==> config.mk <==
export PLATFORM = sky130hd
export DESIGN_NAME = vote_collector
export DESIGN_NICKNAME = d
export VERILOG_FILES = /design/src/rtl/vote_collector.sv
export SDC_FILE = /design/constraint.sdc
export NUM_CORES = 1
export LEC_CHECK = 0
export ABC_AREA = 1
export BUFFER_PORTS_ARGS = -buffer_cell sky130_fd_sc_hd__buf_2
export CAP_MARGIN = 20
export CORE_ASPECT_RATIO = 1.75
export CORE_MARGIN = 1
export CORE_UTILIZATION = 40
export CTS_BUF_LIST = sky130_fd_sc_hd__clkbuf_8
export CTS_CLUSTER_DIAMETER = 80
export DETAILED_ROUTE_END_ITERATION = 10
export HOLD_SLACK_MARGIN = 0.1
export PLACE_DENSITY = 0.67
export SLEW_MARGIN = 40
export SYNTH_ARGS = -nofsm -noshare
export SYNTH_HDL_FRONTEND = slang
export SYNTH_SLANG_ARGS = --single-unit
==> constraint.sdc <==
create_clock -name clk -period 1.6 [get_ports clk]
set_input_delay 0.32 -clock clk [delete_from_list [all_inputs] [get_ports clk]]
set_output_delay 0.32 -clock clk [all_outputs]
set_load 0.05 [all_outputs]
==> src/rtl/vote_collector.sv <==
// Five-voter ballot collector: one round per start pulse, with timeout.
// Presents a registered ballot vector and a one-cycle valid to the majority stage.
module vote_collector #(
   parameter int unsigned TIMEOUT      = 16,
   parameter logic        DEFAULT_VOTE = 1'b0,
   parameter int unsigned TMR_W        = $clog2(TIMEOUT + 1)
) (
   input  logic       clk,
   input  logic       rst_n,
   input  logic       start,
   input  logic [5:1] vote_valid,
   input  logic [5:1] vote_bit,
   output logic       busy,
   output logic [5:1] x,
   output logic       x_valid,
   output logic [5:1] missing,
   output logic       timeout_flag
);

   typedef enum logic [1:0] {
      IDLE,
      COLLECT,
      DONE
   } state_e;

   localparam logic [TMR_W-1:0] TMR_LAST = TMR_W'(TIMEOUT - 1);

   state_e           state_q, state_d;
   logic [5:1]       recv_q, recv_d;
   logic [5:1]       ballot_q, ballot_d;
   logic [TMR_W-1:0] timer_q, timer_d;
   logic [5:1]       x_q, x_d;
   logic [5:1]       miss_q, miss_d;
   logic             to_q, to_d;
   logic             xv_q, xv_d;
   logic             busy_q, busy_d;

   logic [5:1]       new_v;
   logic [5:1]       got;
   logic [5:1]       bal_n;

   // Only a voter's first strobe of the round is captured.
   assign new_v = vote_valid & ~recv_q;
   assign got   = recv_q | new_v;
   assign bal_n = (ballot_q & ~new_v) | (vote_bit & new_v);

   always_comb begin
      state_d  = state_q;
      recv_d   = recv_q;
      ballot_d = ballot_q;
      timer_d  = timer_q;
      x_d      = x_q;
      miss_d   = miss_q;
      to_d     = to_q;
      xv_d     = 1'b0;
      busy_d   = busy_q;
      unique case (state_q)
         IDLE: begin
            if (start) begin
               recv_d   = '0;
               ballot_d = '0;
               timer_d  = '0;
               busy_d   = 1'b1;
               state_d  = COLLECT;
            end
         end
         COLLECT: begin
            recv_d   = got;
            ballot_d = bal_n;
            if (&got) begin
               x_d     = bal_n;
               miss_d  = '0;
               to_d    = 1'b0;
               xv_d    = 1'b1;
               state_d = DONE;
            end else if (timer_q == TMR_LAST) begin
               x_d     = (bal_n & got) | ({5{DEFAULT_VOTE}} & ~got);
               miss_d  = ~got;
               to_d    = 1'b1;
               xv_d    = 1'b1;
               state_d = DONE;
            end else begin
               timer_d = timer_q + TMR_W'(1);
            end
         end
         DONE: begin
            busy_d  = 1'b0;
            state_d = IDLE;
         end
         default: begin
            busy_d  = 1'b0;
            state_d = IDLE;
         end
      endcase
   end

   always_ff @(posedge clk or negedge rst_n) begin
      if (!rst_n) begin
         state_q  <= IDLE;
         recv_q   <= '0;
         ballot_q <= '0;
         timer_q  <= '0;
         x_q      <= '0;
         miss_q   <= '0;
         to_q     <= 1'b0;
         xv_q     <= 1'b0;
         busy_q   <= 1'b0;
      end else begin
         state_q  <= state_d;
         recv_q   <= recv_d;
         ballot_q <= ballot_d;
         timer_q  <= timer_d;
         x_q      <= x_d;
         miss_q   <= miss_d;
         to_q     <= to_d;
         xv_q     <= xv_d;
         busy_q   <= busy_d;
      end
   end

   assign busy         = busy_q;
   assign x            = x_q;
   assign x_valid      = xv_q;
   assign missing      = miss_q;
   assign timeout_flag = to_q;

endmodule
---- Yosys cells after proc, flatten, opt, wreduce, memory -nomap -nowiden ----
Index checks and enable logic that the tools add are counted.
word-level totals
  flip-flop bits (word level) ............. 30
  latch bits .............................. 0
  memory bits (writable) .................. 0
  memory bits (read-only) ................. 0
  input bits .............................. 13
  output and inout bits ................... 13
  word-level logic and storage cells ...... 56
  memories ................................ 0
operators by class
  add/sub/neg operators ................... 1
  multipliers ............................. 0
  div/mod/pow operators ................... 0
  magnitude comparators ................... 0
  equal/unequal tests ..................... 6
  shifts and indexed selects .............. 0
  multiplexer cells ....................... 21
  bitwise operators ....................... 10
  reduce and logical (&&, ||, !) cells .... 9
operators with widths
  operator                                                               count
  5-bit 2-to-1 mux                                                       7
  5-bit one-hot mux with 2 select lines                                  3
  5-bit bitwise AND                                                      4
  5-bit NOT                                                              3
  5-bit bitwise OR                                                       2
  2-bit AND reduction                                                    4
  1-bit 2-to-1 mux                                                       6
  2-bit 2-to-1 mux                                                       3
  2-bit inequality test, second input constant                           3
  5-bit by 1-bit adder with 5-bit output, second input constant          1
  5-bit by 4-bit equality test with 1-bit output, second input constant  1
  5-bit AND reduction                                                    1
  2-bit one-hot mux with 2 select lines                                  1
  4-bit AND reduction                                                    1
  2-bit nonzero test                                                     2
  3-bit inequality test, second input constant                           1
  2-bit by 1-bit equality test with 1-bit output, second input constant  1
  2-bit zero test                                                        1
  1-bit one-hot mux with 2 select lines                                  1
  1-bit NOT                                                              1

---- Logic depth before layout (Yosys ltp) ----
  word-level depth ........................ 8
  gate-level depth with buffers ........... 9
  depth with buffers taken out ............ 8

---- Worst setup path before layout ----
No wires, ideal clock.
  path type ............................... register -> register
  start ................................... register timer_q[0]
  end ..................................... register timer_q[0]
  library setup time ...................... 118 ps
  arrival time ............................ 1437 ps
  data required time ...................... 1482 ps
  setup slack ............................. 45 ps
  cell stages (with the launch flop) ...... 8
  buffers on the path ..................... 0
  clock period less this slack ............ 1555 ps
  cells stage by stage .................... dfrtp_1 ha_1 and3_1 ha_1 inv_1 nand3_1 nand3_1 nand2_1
between the ends
  cells in the longest elaborated chain, start to end .. 4
  elaborated cells on any way between the ends .. 7
  classes of those cells .................. 1 x add/sub; 2 x eq/ne; 3 x mux; 1 x reduce/logical
ends and longest elaborated chain
  element                                 RTL line  text
  start: declaration                      31        logic [TMR_W-1:0] timer_q, timer_d;
  start signal: assignment                112       timer_q <= timer_d;
  5-bit by 1-bit adder with 5-bit output  83        timer_d = timer_q + TMR_W'(1);
  5-bit 2-to-1 mux                        76        end else if (timer_q == TMR_LAST) begin
  5-bit 2-to-1 mux                        70        if (&got) begin
  5-bit one-hot mux with 2 select lines   57        unique case (state_q)
Several ways; a longest one is shown, not always the timed one. The select of a mux whose other input is x is not followed.
A chain may end at the register's enable or synchronous reset.

---- Final worst setup path ----
  start ................................... register timer_q[1]
  end ..................................... register to_q (netlist: timeout_flag)
between the ends
  cells in the longest elaborated chain, start to end .. 3
ends and longest elaborated chain
  element                                         RTL line  text
  5-bit by 4-bit equality test with 1-bit output  76
  2-bit nonzero test (no source line)             -
  2-bit AND reduction (no source line)            -
  end signal: assignment                          115       to_q <= to_d;
  end: declaration                                34        logic to_q, to_d;
Every way passes these cells.

==> summary.txt <==
Routing
  • Residual DRC: 0
  • DRT antenna net count: 0
  • Vias per cell: 5.008
  • 1st-iter DRT viols: 32
  • Final Routed Wirelength: 3.297 mm
  • Vias post-DR: 1217
  • Pre-Repair DR Iteration Count: 4
  • Wire per inst: 13.57 um

CTS
  • CTS Sinks: 30
  • CTS Root Cell: clkbuf_8
  • Clk_lat worst skew: 0.29 ns
  • Clock buffer count from CTS: 5
  • CTS clock-pin slew for the worst setup and hold paths: 0.06 ns
  • Deepest clock path buffer count: 2
  • CTS tree: built
  • H-tree Lvls: 2

Yosys
  • Synthesized area: 1408 um^2
  • Top cell type by total area after synthesis: dfrtp_1
  • Post-synthesis cell type count: 22
  • Total nets after synthesis: 174
  • Sequential share of the synthesized area: 0.5333
  • Cells after Synth: 159
  • #FFs+latches synth: 30
  • Syn Area/Cell: 8.853 um^2
  • Largest cells by area after synthesis: dfrtp_1 (53%), nand2_1 (13%), inv_1 (5.6%)
  • Yosys warning count: 0
  • Post-synth top area share: 0.5333

GRT
  • Vias in the first global route: 1211
  • Largest net degree at the start of global routing: 31
  • Total global routing overflow: 0
  • Total track usage: 0.2050
  • Initial antenna violation count: 0
  • Global-route wire length before repair: 5.395 mm

Cells and area
  • Commonest non-fill, non-tap cell in the layout: nand2_1
  • Antenna diodes: 0
  • Area of the multi-input gates: 579.3 um^2
  • Core Util, Final: 0.5208
  • Area Growth Syn to Fin: 24.44%
  • Layout cells sized above 1: 0.2980
  • Commonest non-fill, non-tap cells in the layout: nand2_1 (49), dfrtp_1 (30), buf_2 (25), inv_1 (21)
  • Reg area: 750.7 um^2
  • Fill cell total of the finished layout: 332
  • Fin area: 1752 um^2
  • Nets: 212
  • Fin cells: 243

Timing
  • Final setup vio count: 0
  • Slew Viols, Final: 0
  • Clock Skews: 0.008830 ns
  • Final period utilization: 0.9618
  • Slew @ Worst Pin: 0.6798 ns
  • Slew HR: 0.5468
  • Fin crit period: 1.539 ns
  • Hold WS: 0.3280 ns
  • RSZ-0062 raised after global routing: true
  • Fin. Hold Viols: 0
  • Peak Freq: 0.6498 GHz

Setup path
  • Crit end category: flop
  • RR Startpoint: timer_q[1]
  • CP Max Fanout: 3
  • CP required: 1.77 ns
  • Slowest CP cell: dfrtp_1
  • R2r setup slk: 0.06 ns
  • Cell mode on critical path: inv_1
  • FF-to-FF End: timeout_flag
  • FF-to-FF path depth: 7
  • Crit path cell chain: ha_2, and3_1, ha_1, nand2_1, inv_1, o21ai_0, inv_1
  • Worst EP arrival: 1.71 ns
  • CP Class: reg -> reg
  • Worst stage delay on the critical path: 0.41 ns
  • Startpoint types: flop

Placement
  • Placed wire-length estimate: 2.469 mm
  • Port Buffers: 25
  • DP Cell Count: 233
  • Placed cell area: 1618 um^2
  • Gp weighted congestion: 0.8151

Die
  • Die Height: 80.48 um
  • Starting Density: 0.4185
  • Die area: 3769 um^2
  • # IOs: 26
  • CORE AREA: 3363 um^2
  • Num rows: 28
  • Die width: 46.84 um

Min path
  • Hold depth: 4
  • Min-Delay Path Class: in -> reg
  • Hold Startpoint: vote_valid[2]
  • Worst Hold Path EP: missing[2]

Pwr
  • NetSw: 1.754 mW
  • Sw frac: 0.4730
  • Pwr Density: 2118 nW/um^2
  • Combinational power share: 0.501
  • Clock share of power: 0.167
  • P_int: 1.955 mW
  • Reg power frac: 0.333
  • Maximum VDD drop: 0.8899 mV
  • Leak pwr: 0.9978 nW

Status
  • Status: finished clean

Run
  • Max cap viols: 0
==> worst max path at each step <==
stage | end | slack (ns) | from
final | timeout_flag | 0.06 | timer_q[1]
after CTS | x[3] | 0.02 | timer_q[1]
after global routing | timeout_flag | -0.006 | timer_q[1]
after global placement | timer_q[3] | 0.06 | timer_q[1]
after floorplan | timer_q[0] | 0.04 | timer_q[0]
after detailed placement | timer_q[1] | -0.02 | timer_q[1]
==> power by group through the flow <==
stage,combinational (mW),clock (mW),sequential (mW)
global placement,1.70,0,1.22
global route,2.03,0.669,1.26
CTS,1.80,0.630,1.23
floorplan,0.896,0,1.64
detailed placement,1.78,0,1.24
finish,1.86,0.619,1.23
==> flip-flops by register name (all words and copies together) (netlist names) <==
signal and count:
ballot_q 5, busy 1, missing 5, recv_q 5, state_q 2, timeout_flag 1
timer_q 5, x 5, x_valid 1
==> worst max-delay path, delay by kind of cell (launching register included) <==
kind,cells,cell delay [ns]
flip-flops,1,0.41
AND/OR/NAND/NOR,2,0.35
buffers and inverters,2,0.10
AO/OA/AOI/OAI,1,0.17
adder cells (fa/ha/maj),2,0.40
==> cell usage after synthesis <==
cell type	n
nand2_1	49
dfrtp_1	30
inv_1	21
nand3_1	9
o22ai_1	8
nor2_2	7
nor2_1	6
o21ai_0	6
nand2_2	4
nand4_1	4
ha_1	2
nor2_4	2
xor2_1	2
a22o_1	1
and3_1	1
buf_2	1
buf_4	1
buf_6	1
nand2_4	1
nand3_4	1
nand4_2	1
o211ai_1	1
==> per-layer routing <==
layer	track usage	wire, um	vias to the layer above
met5	0	0	-
met4	0.1029	137	0
met3	0.06067	113	13
met2	0.3556	1853	31
met1	0.2092	1192	590
li1	-	-	583
==> through the flow <==
step | setup slack, ns | total power [mW] | setup TNS [ns]
floorplan | 0.04478 | 2.531 | 0
global placement | 0.06368 | 2.921 | 0
detailed placement | -0.02488 | 3.028 | -0.09360
CTS | 0.01725 | 3.660 | 0
global route | -0.005544 | 3.961 | -0.005544
finish | 0.06106 | 3.709 | 0
==> what timing repair did <==
action / 4_1_cts / 5_1_grt
endpoints found under the hold margin: 30 / 0
setup buffers: 0 / 1
hold buffers: 1 / 0
endpoints found under the setup margin: 5 / 15
resized for setup: 1 / 5
==> cell families after synthesis <==
| group | Yosys count | synth area share |
|---|---|---|
| buf+inv | 24 | 0.07289 |
| flops | 30 | 0.5333 |
| simple gates | 85 | 0.2951 |
| compound gates | 16 | 0.06845 |
| fa+ha+maj | 2 | 0.01777 |
| xor+xnor | 2 | 0.01245 |
==> cell type report <==
cell class                 instances  area share
clock inverter                     2    0.005000
inverter                          21     0.04500
multi-input combinational        105      0.3307
clock buffer                       6     0.04714
tap                               45     0.03214
timing repair buffer              34      0.1114
sequential                        30      0.4286
Note: power is estimated with default switching activity, not from simulation.
